### config.mk
export PLATFORM = sky130hd
export DESIGN_NAME = vga_fb_arbiter
export DESIGN_NICKNAME = d
export VERILOG_FILES = /design/src/rtl/vga_fb_arbiter.sv
export SDC_FILE = /design/constraint.sdc
export NUM_CORES = 1
export LEC_CHECK = 0
export ABC_CLOCK_PERIOD_IN_PS = 4900
export CAP_MARGIN = 20
export CORE_UTILIZATION = 56
export DETAILED_ROUTE_END_ITERATION = 6
export PLACE_DENSITY = 0.9
export SYNTH_ARGS = -nofsm -noshare
export SYNTH_HDL_FRONTEND = slang
export SYNTH_SLANG_ARGS = --single-unit
export TNS_END_PERCENT = 20
### constraint.sdc
create_clock -name clk -period 4.9 [get_ports clk]
set_clock_uncertainty 0.05 [all_clocks]
set_input_delay 0.735 -clock clk [delete_from_list [all_inputs] [get_ports clk]]
set_output_delay 0.735 -clock clk [all_outputs]
set_load 0.02 [all_outputs]
### src/rtl/vga_fb_arbiter.sv
// vga_fb_arbiter: shares one single-port synchronous framebuffer RAM between the
// display pixel fetch (absolute priority) and a buffered drawing/CPU writer.
// Optional feature macro: FB_ARB_STALL_CNT_EN (writer stall counter on stall_cnt).
module vga_fb_arbiter #(
  parameter int unsigned ADDR_W     = 15,
  parameter int unsigned DATA_W     = 3,
  parameter int unsigned FIFO_DEPTH = 4
) (
  input  logic              clk,
  input  logic              rst,
  input  logic              disp_req,
  input  logic [ADDR_W-1:0] disp_addr,
  output logic [DATA_W-1:0] disp_data,
  output logic              disp_valid,
  input  logic              wr_valid,
  output logic              wr_ready,
  input  logic [ADDR_W-1:0] wr_addr,
  input  logic [DATA_W-1:0] wr_data,
  output logic              wr_idle,
  output logic              mem_en,
  output logic              mem_we,
  output logic [ADDR_W-1:0] mem_addr,
  output logic [DATA_W-1:0] mem_wdata,
  input  logic [DATA_W-1:0] mem_rdata,
  output logic [15:0]       stall_cnt
);

  localparam int unsigned PTR_W = $clog2(FIFO_DEPTH);
  localparam int unsigned CNT_W = PTR_W + 1;
  localparam logic [CNT_W-1:0] DEPTH_C = CNT_W'(FIFO_DEPTH);

  typedef enum logic [1:0] {ST_IDLE, ST_DISP, ST_WRITE} state_t;

  typedef struct packed {
    logic [ADDR_W-1:0] addr;
    logic [DATA_W-1:0] data;
  } wr_entry_t;

  state_t            state_q, state_d;
  wr_entry_t         fifo_mem [FIFO_DEPTH];
  wr_entry_t         head_c;
  logic [PTR_W-1:0]  wr_ptr_q, rd_ptr_q;
  logic [CNT_W-1:0]  count_q, count_d;
  logic              push_c, pop_c, fifo_empty_c;
  logic              mem_en_d, mem_we_d;
  logic [ADDR_W-1:0] mem_addr_d;
  logic [DATA_W-1:0] mem_wdata_d;
  logic              rd_inflight_q;

  assign fifo_empty_c = (count_q == '0);
  assign push_c       = wr_valid & wr_ready;
  assign pop_c        = (state_d == ST_WRITE);
  assign head_c       = fifo_mem[rd_ptr_q];

  // Grant state register
  always_ff @(posedge clk or negedge rst) begin
    if (!rst) state_q <= ST_IDLE;
    else      state_q <= state_d;
  end

  // Next grant: display first, then drain the write buffer
  always_comb begin
    state_d = ST_IDLE;
    if (disp_req)           state_d = ST_DISP;
    else if (!fifo_empty_c) state_d = ST_WRITE;
  end

  // RAM command for the granted access; address/data hold when idle
  always_comb begin
    mem_en_d    = 1'b0;
    mem_we_d    = 1'b0;
    mem_addr_d  = mem_addr;
    mem_wdata_d = mem_wdata;
    case (state_d)
      ST_DISP: begin
        mem_en_d   = 1'b1;
        mem_addr_d = disp_addr;
      end
      ST_WRITE: begin
        mem_en_d    = 1'b1;
        mem_we_d    = 1'b1;
        mem_addr_d  = head_c.addr;
        mem_wdata_d = head_c.data;
      end
      default: ;
    endcase
  end

  // Occupancy after this edge's push/pop
  always_comb begin
    count_d = count_q;
    case ({push_c, pop_c})
      2'b10:   count_d = count_q + CNT_W'(1);
      2'b01:   count_d = count_q - CNT_W'(1);
      default: ;
    endcase
  end

  // Write buffer pointers and occupancy
  always_ff @(posedge clk or negedge rst) begin
    if (!rst) begin
      wr_ptr_q <= '0;
      rd_ptr_q <= '0;
      count_q  <= '0;
    end else begin
      if (push_c) wr_ptr_q <= wr_ptr_q + PTR_W'(1);
      if (pop_c)  rd_ptr_q <= rd_ptr_q + PTR_W'(1);
      count_q <= count_d;
    end
  end

  // Write buffer storage (contents are don't-care while empty)
  always_ff @(posedge clk) begin
    if (push_c) fifo_mem[wr_ptr_q] <= {wr_addr, wr_data};
  end

  // Registered RAM command, writer handshake and display return path
  always_ff @(posedge clk or negedge rst) begin
    if (!rst) begin
      mem_en        <= 1'b0;
      mem_we        <= 1'b0;
      mem_addr      <= '0;
      mem_wdata     <= '0;
      wr_ready      <= 1'b1;
      wr_idle       <= 1'b1;
      rd_inflight_q <= 1'b0;
      disp_valid    <= 1'b0;
      disp_data     <= '0;
    end else begin
      mem_en        <= mem_en_d;
      mem_we        <= mem_we_d;
      mem_addr      <= mem_addr_d;
      mem_wdata     <= mem_wdata_d;
      wr_ready      <= (count_d != DEPTH_C);
      wr_idle       <= (count_d == '0) && (state_d != ST_WRITE);
      rd_inflight_q <= (state_q == ST_DISP);
      disp_valid    <= rd_inflight_q;
      if (rd_inflight_q) disp_data <= mem_rdata;
    end
  end

`ifdef FB_ARB_STALL_CNT_EN
  logic [15:0] stall_q;

  // Saturating count of edges where the writer is held off
  always_ff @(posedge clk or negedge rst) begin
    if (!rst) stall_q <= '0;
    else if (wr_valid && !wr_ready && (stall_q != 16'hFFFF)) stall_q <= stall_q + 16'd1;
  end

  assign stall_cnt = stall_q;
`else
  assign stall_cnt = 16'd0;
`endif

endmodule
# == After elaboration in Yosys (flattened, before gate mapping) ==
# Memory sizes are Yosys's and may differ from the RTL's.
# Cells that the tools add are included.
# word_totals
ff_bits,36
ram_bits,72
in_bits,40
elab_cells,39
n_memories,1
# memory_table
memory,depth,width,read_ports,rd_clocked_by_memory_dff,wr,line_no,rtl
fifo_mem,4,18,1,0,1,40,wr_entry_t fifo_mem [FIFO_DEPTH];
# op_classes
addsub,4
eq_ne,7
mux,8
bitwise,1
reduce_logical,5
# op_table
operator,n
15-bit one-hot mux with 2 select lines,1
"2-bit by 1-bit equality test with 1-bit output, second input constant",3
3-bit zero test,2
3-bit one-hot mux with 2 select lines,1
"2-bit by 1-bit adder with 2-bit output, second input constant",2
"2-bit equality test, second input constant",2
1-bit 2-to-1 mux,4
2-bit 2-to-1 mux,2
"3-bit by 1-bit adder with 3-bit output, second input constant",1
"3-bit inequality test, second input constant",1
"3-bit by 1-bit subtractor with 3-bit output, second input constant",1
"2-bit inequality test, second input constant",1
2-bit nonzero test,1
2-bit OR reduction,1
1-bit bitwise AND,1
1-bit logical AND,1

# == Longest topological paths before layout ==
# depth
ltp_word,8
ltp_mapped,11

# == Least setup slack after synthesis ==
# No wires, ideal clock.
# synth_path
path_type,in2reg
start,in disp_req
end,reg count_q[2]
setup_time_ns,0.127
arrival_ns,2.668
required_ns,4.723
path_slack_ns,2.055
path_stages,11
path_buffers,3
cell_sequence,buf_2 -> or2_1 -> buf_6 -> buf_6 -> inv_1 -> ha_1 -> inv_1 -> fa_1 -> xor2_1 -> o21a_1 -> or2_2
# synth_via
elab_chain_len,4
# synth_lines
element,line_no,rtl
"start, declared",11,"input logic disp_req,"
2-bit 2-to-1 mux (*),64,if (disp_req) state_d = ST_DISP;
2-bit equality test (*),52,assign pop_c = (state_d == ST_WRITE);
2-bit by 1-bit equality test with 1-bit output or 2-bit equality test (tied branches),92,"case ({push_c, pop_c})"
3-bit one-hot mux with 2 select lines (*),92,
named net count_d[2],43,"logic [CNT_W-1:0] count_q, count_d;"
"end signal, assigned",108,count_q <= count_d;
"end, declared",43,
# Mark *: on every way through the listed nets, which the timed path passes. The rest lies on a longest branch.
# A chain may end at the register's enable or synchronous reset.

# == Worst setup path after layout ==
# Same ends and word-level chain as after synthesis.

==> metrics <==
status complete, no violations; maximum VDD drop 0.281 mV; Worst R2R End count_q[2]; Worst Max-Slew Pin Slew 0.990 ns; io pins 82; CTS root buffer clkbuf_8; Port Buffers 65; total gr overflow 0; Syn-to-layout area delta 19.5%; fraction of final layout cells sized beyond drive strength 1 19.0%; Initial Util 58.8%; Post-synth ARST share 33.3%; die width 90.0 um; Synth Warn # 0; Max-Cap Viols 0; clock latency on the worst-skew pair 0.35 ns; RSZ-0062 raised after global routing no; final count of pins violating max slew 0; Fin. Hold Viols 0; Synth Flop Type edfxtp_1; Max clock buf depth 2; Post-Layout Inst Area 5180 um2; critical path required time 5.10 ns; detailed placer's ending HPWL 5.04 mm; FF-to-FF Start count_q[0]; CP Capture Type register; GPL Wtd Cong 0.733; CP Max Fanout 20; Distinct cells, synth 35; Antenna Violating Nets Remaining 0; Post-synth EDFFs 72; crit path time final 2.75 ns; hold path start state_q[1]; worst setup path class in2reg; CTS hold repair buffers 0; first-pass GRT wire length 12.0 mm; Post-Synthesis Cells 242; Routed wire per std cell 18.1 um; Leakage 1.94 nW; Total Routing Usage GR 20.3%; hold depth 1; origin of the worst setup path disp_req; Rows 31; clock sink total 108; Die Y 90.0 um; H-tree depth 3; CTS tree yes; Syn Area/Cell 17.9 um2; #FFs+latches synth 108; Nets 357; initial antenna violation count 0; register area share after synthesis 70.7%; TritonRoute pass-1 iters 4; vias in the first global route 2,267; hold endpoint rd_inflight_q; violation count after the first detailed-route iteration 147; die area 8100 um2; number of vias per cell 5.28; cts bufs inserted 9; cts repair resizes 0; max_slew headroom 34.0%; routed wire length 7.49 mm; fmax 364 MHz; Overall Power 0.00285 W; Startpoint Class primary input; Worst Path Arrival 2.94 ns; Final setup violation count 0; DR DRC count 0; PD cells 550 nW/um2; Reg2Reg Depth 9; TNS Setup 0 ns; Vias 2,192; Worst R2R Setup Slack 2.59 ns; placed inst area 5000 um2; number of setup buffers added after CTS 0; Clk pin slew, worst setup/hold paths 0.10 ns; fill count 491; pin count of the biggest net entering global routing 37; Antenna diodes 0; core area 7370 um2; Tcrit/Tclk final 56.1%; synthesized cell area 4340 um2; Min-Delay Path Class reg2reg
kinds of logic after synthesis:
family,synth area share (%)
compound gates,5.48
xor+xnor,1.18
flops,70.7
other cells,0.0865
simple gates,2.60
buf+inv,6.38
mux,11.7
fa+ha+maj,1.90
sequential cells by signal (all words and copies together) (netlist names), 2 cells and up:
name,count
fifo_mem,72
mem_addr,15
count_q,3
disp_data,3
mem_wdata,3
rd_ptr_q,2
state_q,2
wr_ptr_q,2
stage by stage:
step	std cells	hold WS, ns	util [%]	setup WS (ns)
2_1_floorplan	257	0.328	-	2.05
3_3_place_gp	399	0.339	67.8	1.83
3_5_place_dp	399	0.337	67.8	1.77
4_1_cts	415	0.350	70.3	2.16
5_1_grt	415	0.355	70.3	2.05
6_report	415	0.346	70.3	2.15
synthesized netlist by cell type, types with 2 or more instances:
| library cell | number | share of area, % |
|---|---|---|
| o21ai_0 | 6 | 0.69 |
| mux4_2 | 18 | 9.4 |
| ha_1 | 5 | 1.4 |
| nor3_1 | 2 | 0.23 |
| buf_6 | 3 | 0.78 |
| nor3b_1 | 2 | 0.35 |
| mux2_4 | 3 | 1.0 |
| xor2_1 | 2 | 0.40 |
| buf_4 | 18 | 3.1 |
| and3_1 | 4 | 0.58 |
| xnor2_1 | 2 | 0.40 |
| dfstp_2 | 2 | 1.2 |
| buf_2 | 3 | 0.35 |
| o21ai_2 | 8 | 1.6 |
| mux2_2 | 4 | 1.0 |
| o22ai_1 | 2 | 0.29 |
| edfxtp_1 | 72 | 50 |
| inv_1 | 22 | 1.9 |
| dfrtp_1 | 34 | 20 |
| a22oi_1 | 15 | 2.6 |
layout make-up:
cell class	instances	area, um2	share of cell area, %
Timing Repair Buffer	68	668	12.9
Clock inverter	6	48.8	0.942
Multi-Input combinational cell	101	1050	20.3
Sequential cell	108	3070	59.2
Inverter	23	88.8	1.71
Tap cell	99	124	2.39
Clock buffer	10	138	2.66
routing by layer:
metal | routed length [um] | vias up | GRT usage [%] | share of wire, %
li1 | - | 1010 | - | -
met1 | 2890 | 1098 | 23.7 | 39
met2 | 4140 | 73 | 36.7 | 55
met3 | 318 | 11 | 3.81 | 4.2
met4 | 142 | 0 | 8.87 | 1.9
met5 | 0 | - | 0 | 0
placed cells by master (no fill, tap or decap):
master,count
xor2_1,2
mux2_2,4
clkinvlp_4,3
o21a_1,1
and3_1,4
xnor2_2,1
or2_2,1
dfstp_2,2
a22oi_1,15
nor4_4,1
fa_1,1
buf_2,1
and3b_1,1
inv_6,1
mux2_4,3
nor3_1,2
clkinv_4,2
edfxtp_1,72
nor2b_1,1
inv_4,1
xnor2_1,2
o22ai_1,2
clkdlybuf4s50_1,64
mux2i_1,1
clkbuf_8,10
ha_1,5
conb_1,16
buf_4,3
or2_1,1
o21ai_1,1
nor3b_1,2
inv_1,22
o21ai_0,6
o21ai_2,8
mux4_2,18
dfrtp_1,34
nand2_1,1
nor3_2,1
worst max-delay path: stages:
cell and delay, ns:
clkdlybuf4s50_1 0.40, buf_4 0.22, or2_1 0.26, inv_1 0.07, ha_1 0.17, inv_1 0.06, fa_1 0.37, xor2_1 0.17
o21a_1 0.20, or2_2 0.29
worst max-delay path by stage:
stage | to | slack, ns | cells past startpoint
after floorplan | count_q[2] | 2.05 | 11
after global placement | count_q[2] | 1.83 | 10
after detailed placement | count_q[2] | 1.77 | 10
after CTS | count_q[2] | 2.16 | 10
after global routing | count_q[2] | 2.05 | 10
final | count_q[2] | 2.15 | 10
power breakdown:
part	internal, W	total, W	switching, W	leakage [nW]
Clock	0.000202	0.000493	0.000291	0.0851
Sequential	0.00123	0.00138	0.000151	1.08
Combinational	0.000487	0.000973	0.000486	0.774
(Power assumes the default switching activity.)
